## src/rtl/uart_pkg.sv

```systemverilog
// Shared definitions for the UART transmitter and receiver.
package uart_pkg;

    // Receiver/transmitter FSM encoding, also exported on the debug port.
    typedef enum logic [1:0] {
        IDLE  = 2'd0,
        START = 2'd1,
        DATA  = 2'd2,
        STOP  = 2'd3
    } uart_state_t;

    localparam int DATA_BITS        = 8;
    localparam int CLK_HZ           = 12_000_000;
    localparam int BAUD             = 9600;
    localparam int CLKS_PER_BIT_DEF = 1250;

    // Mid-bit offset in clocks, rounded down.
    function automatic int half_bit(input int clks_per_bit);
        return clks_per_bit / 2;
    endfunction

endpackage

```

## src/rtl/uart_sync2.sv

```systemverilog
// Generic two-flop synchronizer with a selectable reset value.
module uart_sync2 #(
    parameter logic RST_VAL = 1'b0
) (
    input  logic clk,
    input  logic rst,
    input  logic d,
    output logic q
);

    logic meta;

    // Two back-to-back flops to settle an asynchronous input.
    always_ff @(posedge clk) begin
        if (rst) begin
            meta <= RST_VAL;
            q    <= RST_VAL;
        end else begin
            meta <= d;
            q    <= meta;
        end
    end

endmodule

```

## src/rtl/uart_rx.sv

```systemverilog
// UART 8N1 receiver: mid-bit sampling, one-cycle data/error strobes.
module uart_rx
    import uart_pkg::*;
#(
    parameter int CLKS_PER_BIT = CLKS_PER_BIT_DEF
) (
    input  logic       clk,
    input  logic       rst,
    input  logic       rx,
    output logic [7:0] data_out,
    output logic       data_valid,
    output logic       frame_err,
    output logic       busy,
    output logic [1:0] state,
    output logic [3:0] bit_count
);

    localparam int CW   = $clog2(CLKS_PER_BIT);
    localparam int HALF = half_bit(CLKS_PER_BIT);

    localparam logic [CW-1:0] HALF_M1   = CW'(HALF - 1);
    localparam logic [CW-1:0] BIT_M1    = CW'(CLKS_PER_BIT - 1);
    localparam logic [3:0]    LAST_BIT  = 4'(DATA_BITS - 1);

    uart_state_t          st;
    logic [CW-1:0]        count;
    logic [DATA_BITS-1:0] shreg;
    logic                 rx_s;

    // Line idles high, so the synchronizer resets to 1 to avoid a false start.
    uart_sync2 #(.RST_VAL(1'b1)) u_sync (
        .clk (clk),
        .rst (rst),
        .d   (rx),
        .q   (rx_s)
    );

    // Receive FSM: start confirmation at mid-bit, then one sample per bit period.
    always_ff @(posedge clk) begin
        if (rst) begin
            st         <= IDLE;
            count      <= '0;
            bit_count  <= '0;
            shreg      <= '0;
            data_out   <= '0;
            data_valid <= 1'b0;
            frame_err  <= 1'b0;
        end else begin
            data_valid <= 1'b0;
            frame_err  <= 1'b0;
            case (st)
                IDLE: begin
                    count     <= '0;
                    bit_count <= '0;
                    if (!rx_s) begin
                        st <= START;
                    end
                end
                START: begin
                    if (count == HALF_M1) begin
                        count <= '0;
                        if (!rx_s) begin
                            st <= DATA;
                        end else begin
                            st <= IDLE;
                        end
                    end else begin
                        count <= count + 1'b1;
                    end
                end
                DATA: begin
                    if (count == BIT_M1) begin
                        count     <= '0;
                        shreg     <= {rx_s, shreg[DATA_BITS-1:1]};
                        bit_count <= bit_count + 4'd1;
                        if (bit_count == LAST_BIT) begin
                            st <= STOP;
                        end
                    end else begin
                        count <= count + 1'b1;
                    end
                end
                STOP: begin
                    // Returning at mid-stop-bit leaves half a bit to catch the next start edge.
                    if (count == BIT_M1) begin
                        count <= '0;
                        st    <= IDLE;
                        if (rx_s) begin
                            data_out   <= shreg;
                            data_valid <= 1'b1;
                        end else begin
                            frame_err  <= 1'b1;
                        end
                    end else begin
                        count <= count + 1'b1;
                    end
                end
                default: begin
                    st    <= IDLE;
                    count <= '0;
                end
            endcase
        end
    end

    assign state = st;
    assign busy  = (st != IDLE);

    // A frame ends either good or bad, never both.
    assert property (@(posedge clk) disable iff (rst) !(data_valid && frame_err));

endmodule

```

## config.mk

```make
export PLATFORM = sky130hd
export DESIGN_NAME = uart_rx
export DESIGN_NICKNAME = d
export VERILOG_FILES = /design/src/rtl/uart_pkg.sv /design/src/rtl/uart_sync2.sv /design/src/rtl/uart_rx.sv
export SDC_FILE = /design/constraint.sdc
export NUM_CORES = 1
export LEC_CHECK = 0
export CAP_MARGIN = 10
export CORE_ASPECT_RATIO = 1.4
export CORE_MARGIN = 8
export CORE_UTILIZATION = 35
export CTS_CLUSTER_SIZE = 16
export DETAILED_ROUTE_END_ITERATION = 16
export PLACE_DENSITY_LB_ADDON = 0.08
export SLEW_MARGIN = 20
export SYNTH_ARGS = -nofsm -noshare
export SYNTH_HDL_FRONTEND = slang
export SYNTH_SLANG_ARGS = --single-unit
```

## constraint.sdc

```tcl
create_clock -name clk -period 2.05 [get_ports clk]
set_clock_uncertainty 0.1 [all_clocks]
set_input_delay 0.41 -clock clk [delete_from_list [all_inputs] [get_ports clk]]
set_output_delay 0.41 -clock clk [all_outputs]
set_load 0.05 [all_outputs]
```

# After elaboration in Yosys (flattened, before gate mapping)
# Index checks and enable logic that the tools add are counted.
# W data, S select, Z words.
[word_totals]
reg_bits = 37
wordCells = 47
[classes]
n_addsub = 2
eq_ne = 11
n_mux = 14
bitwise_logic = 2
n_reduce_logical = 9
[op_table]
columns = ["cell", "count"]
rows = [
  ["$pmux W11 S3", 1],
  ["$mux W11", 2],
  ["$mux W2", 6],
  ["$add A11 B1 Y11 const B", 1],
  ["$eq A11 B10 Y1 const B", 1],
  ["$eq A11 B11 Y1 const B", 1],
  ["$ne A2 B2 Y1 const B", 5],
  ["$pmux W2 S4", 1],
  ["$pmux W4 S2", 1],
  ["$reduce_and A5 Y1", 1],
  ["$add A4 B1 Y4 const B", 1],
  ["$eq A2 B2 Y1 const B", 2],
  ["$eq A4 B3 Y1 const B", 1],
  ["$mux W4", 1],
  ["$reduce_and A2 Y1", 2],
  ["$reduce_bool A2 Y1", 2],
  ["$reduce_and A3 Y1", 1],
  ["$reduce_or A3 Y1", 1],
  ["$eq A2 B1 Y1 const B", 1],
  ["$logic_not A2 Y1", 1],
  ["$mux W1", 2],
  ["$not A1 Y1", 2],
  ["$reduce_or A2 Y1", 1],
]

# Depth between registers and ports, before layout
[logic_depth]
word_depth = 4
mapped_depth = 7

# Hierarchy
# From an unflattened synthesis, not the netlist that was laid out.
[unflattened]
hier_cells = 189
hier_area_um2 = 1626.6
[modules_own_cells]
columns = ["mod", "instances", "cells_per_inst", "area_each_um2", "seq_area_each_um2"]
rows = [
  ["uart_rx", 1, 185, 1574.0, 700.7],
  ["uart_sync2", 1, 4, 52.6, 40.0],
]

# Worst setup path after synthesis
# Ideal clock, no wire load.
[synth_path]
path_type = "register to register"
start = "reg count[2]"
end = "reg data_out[0]"
arrival_ns = 1.860
required_time_ns = 1.822
setup_slack_ns = -0.038
stages_incl_launch_ff = 7
path_cell_list = "dfxtp_1 buf_6 or4b_4 buf_6 nor4_4 mux2i_1 nor2_1"
[synth_via]
elab_chain_len = 2
[synth_rtl]
columns = ["element", "line_no", "text"]
rows = [
  ["start, declared", "uart_rx.sv:26", "logic [CW-1:0] count;"],
  ["start signal, assigned", "uart_rx.sv:68", "count <= count + 1'b1;"],
  ["start signal, assigned", "uart_rx.sv:80", "count <= count + 1'b1;"],
  ["start signal, assigned", "uart_rx.sv:95", "count <= count + 1'b1;"],
  ["$eq A11 B11 Y1", "uart_rx.sv:85", "if (count == BIT_M1) begin"],
  ["$reduce_and A3 Y1 (no line)", "--", ""],
  ["end signal, assigned", "uart_rx.sv:89", "data_out <= shreg;"],
  ["end, declared", "uart_rx.sv:10", "output logic [7:0] data_out,"],
]
# No other way between the ends.
# A chain may end at the register's enable or synchronous reset.

# Worst setup path after layout
[layout_path]
start = "reg data_out[7]"
end = "out data_out[7]"
# No word-level cell between the ends.

==> impl_metrics.json <==
{
  "status": "finished clean",
  "fin_cells": 257,
  "grt_pass1_vias": 1267,
  "clk_pin_slew_worst_paths_ns": 0.07,
  "dieHeight_um": 96.2,
  "synth_warnings": 0,
  "p_leak_nw": 0.724,
  "m1WireLength_um": 1510,
  "crit_required_ns": 1.54,
  "met3_length_um": 141,
  "cts_max_level": 2,
  "grt_first_pass_wirelength_um": 6040,
  "cts_tree": "yes",
  "globalRouteOverflowTotal": 0,
  "drv_cap": 0,
  "diodes": 0,
  "start_util_pct": 36.0,
  "detailed_place_hpwl_um": 2530,
  "synth_cell_type_count": 35,
  "max_freq_mhz": 516,
  "start_kind": "flip-flop",
  "finalSetupViolations": 0,
  "vias": 1277,
  "r2r_setup_slack_ns": 0.12,
  "p_per_area_mw_per_mm2": 742,
  "met2_length_um": 1920,
  "finalHoldViolCount": 0,
  "syn_inst": 169,
  "cts_buffers": 5,
  "syn_nets": 176,
  "drcViolationCount": 0,
  "routed_via_density": 4.97,
  "rows": 29,
  "portBuffers": 19,
  "r2r_start": "count[1]",
  "crit_start": "data_out[7]",
  "worst_pin_slew_ns": 0.504,
  "drive_gt1_share_pct": 18.5,
  "clockBufferDepth": 2,
  "final_nets": 201,
  "slew_violations": 0,
  "dpl-instance-area_mm2": 0.00186,
  "n_fill_cell": 462,
  "cp_cell_sequence": "clkdlybuf4s50_1",
  "synthArstFlopShare_pct": 0,
  "antenna_found_initial": 0,
  "hold_ws_ns": 0.312,
  "placed_cells": 247,
  "cp_max_fo": 2,
  "top_layer": "met4",
  "whs_endpoint": "u_sync.q",
  "synth_edf_count": 0,
  "die_area_mm2": 0.00705,
  "vdd_drop_max_uv": 439,
  "hold_path_class": "reg2reg",
  "slowest_stage": "clkdlybuf4s50_1",
  "wire_per_inst_um": 14.1,
  "insertion_delay_ns": 0.28,
  "r2r-end": "data_out[1]",
  "cts-hold-fix-buffers": 0,
  "final.setup.tns_ns": 0,
  "criticalPathCategory": "reg2out",
  "synth_flop_cell": "dfxtp_1",
  "hold_depth": 1,
  "core_area_mm2": 0.00446,
  "crit_buf_inv": 1,
  "finish.utilization_pct": 45.5,
  "grt_max_degree": 25,
  "antenna_left": 0,
  "yosys_register_bits": 37,
  "rsz0062_at_grt": "no",
  "grt_use_total_pct": 11.0,
  "io_pins": 20,
  "fin_crit_sh_pct": 94.5,
  "min_from": "u_sync.meta",
  "netlist_area_mm2": 0.00161,
  "syn_to_final_growth_pct": 26.3,
  "root_buffer": "clkbuf_8",
  "syn_avg_cell_area_um2": 9.51,
  "cp_data_arrival_time_ns": 1.43,
  "final_area_mm2": 0.00203,
  "multi_input_area_um2": 808,
  "routed_wirelength_um": 3620,
  "drtPass1Iterations": 4,
  "clock-sinks": 37,
  "crit_path_end_kind": "output pin",
  "critPathTopFamily": "buffers and inverters",
  "finalCriticalPeriod_ns": 1.94,
  "gp_congestion": 0.821,
  "seqCellArea_um2": 746,
  "synth.yosys.seq_area_share_pct": 46.1,
  "reg2reg_depth": 8,
  "die_w_um": 73.3,
  "crit_path_max_incr_delay_ns": 0.81,
  "first_iter_violations": 61,
  "maxSlewHeadroom_pct": 66.3
}
## layer usage
| metal | up-vias | track usage (%) |
|---|---|---|
| met3 | 8 | 3.96 |
| li1 | 637 | - |
| met2 | 17 | 18.8 |
| met1 | 615 | 11.9 |
| met5 | - | 0 |
| met4 | 0 | 5.03 |
## logic make-up (layout without fill, tap and decap cells)
family | Yosys count | count (layout) | synth area share (%)
DFF | 37 | 37 | 46.1
adders and majority gates | 4 | 4 | 3.12
muxes | 17 | 17 | 10.6
xor gates and xnor gates | 9 | 9 | 4.91
and+or+nand+nor | 74 | 74 | 25.7
AOI/OAI and AO/OA | 13 | 13 | 5.06
buffers and inverters | 15 | 41 | 4.52
## how the worst max path moves through the flow
stage / endpoint / slack, ns / cells after the start
after floorplan: shreg[0] / 0.008 / 7
after global placement: frame_err / 0.14 / 6
after detailed placement: frame_err / 0.11 / 5
after CTS: frame_err / 0.07 / 5
after global routing: data_out[7] / 0.004 / 8
final: data_out[7] / 0.11 / 1
## power by group
| part | switching [mW] | leakage (nW) | total, mW | internal (mW) |
|---|---|---|---|---|
| Sequential | 0.00623 | 0.300 | 0.729 | 0.722 |
| Combinational | 0.0237 | 0.355 | 0.0363 | 0.0126 |
| Clock | 0.259 | 0.0681 | 0.742 | 0.483 |
## metrics by stage
step	total power [mW]	worst slack, ns
floorplan	0.768	0.00838
finish	1.51	0.112
CTS	1.53	0.0729
global route	1.57	0.00403
detailed placement	0.782	0.107
global placement	0.781	0.139
## sequential cells by signal, indices dropped and copies added (netlist names), named ones only
| signal | count |
|---|---|
| bit_count | 4 |
| count | 11 |
| data_out | 8 |
| data_valid | 1 |
| frame_err | 1 |
| shreg | 8 |
| state | 1 |
| u_sync.meta | 1 |
| u_sync.q | 1 |
## synth_stat cells (2+ instances only)
master,number,area share [%]
nand4_1,4,1.6
nor2_1,20,4.7
xor2_1,6,3.3
nand4b_1,2,1.1
buf_6,2,1.4
inv_1,4,0.93
mux2i_1,17,11
dfxtp_1,37,46
nor4_1,4,1.6
clkbuf_1,8,1.9
or2_2,2,0.78
nor3_1,14,4.4
nand2_1,6,1.4
a21oi_1,4,1.2
o21ai_0,4,1.2
nand3_1,7,2.2
ha_1,4,3.1
nand2b_1,5,1.9
xnor2_1,3,1.6
## cells in the final DEF (no fill, tap or decap), drive strengths merged, types with 6 or more instances in the layout
cell type and n:
clkdlybuf4s50 12, buf 17, xor2 6, nand3 7
nor4 6, nor3 14, nor2 20, mux2i 17
dfxtp 37, nand2 6
## cell type report
class / count / area share [%]
flip-flops and latches: 37 / 36.7
well taps: 62 / 3.82
inverters: 4 / 0.740
clock inverters: 3 / 3.21
multi-input cells: 117 / 39.8
repair buffers: 29 / 12.3
clock buffers: 5 / 3.39
## what timing repair did
item / CTS / global route
gates resized for setup: 0 / 8
setup endpoints to repair: 0 / 22
buffers inserted: 0 / 1
No activity file was read; power rests on OpenSTA's default activity.
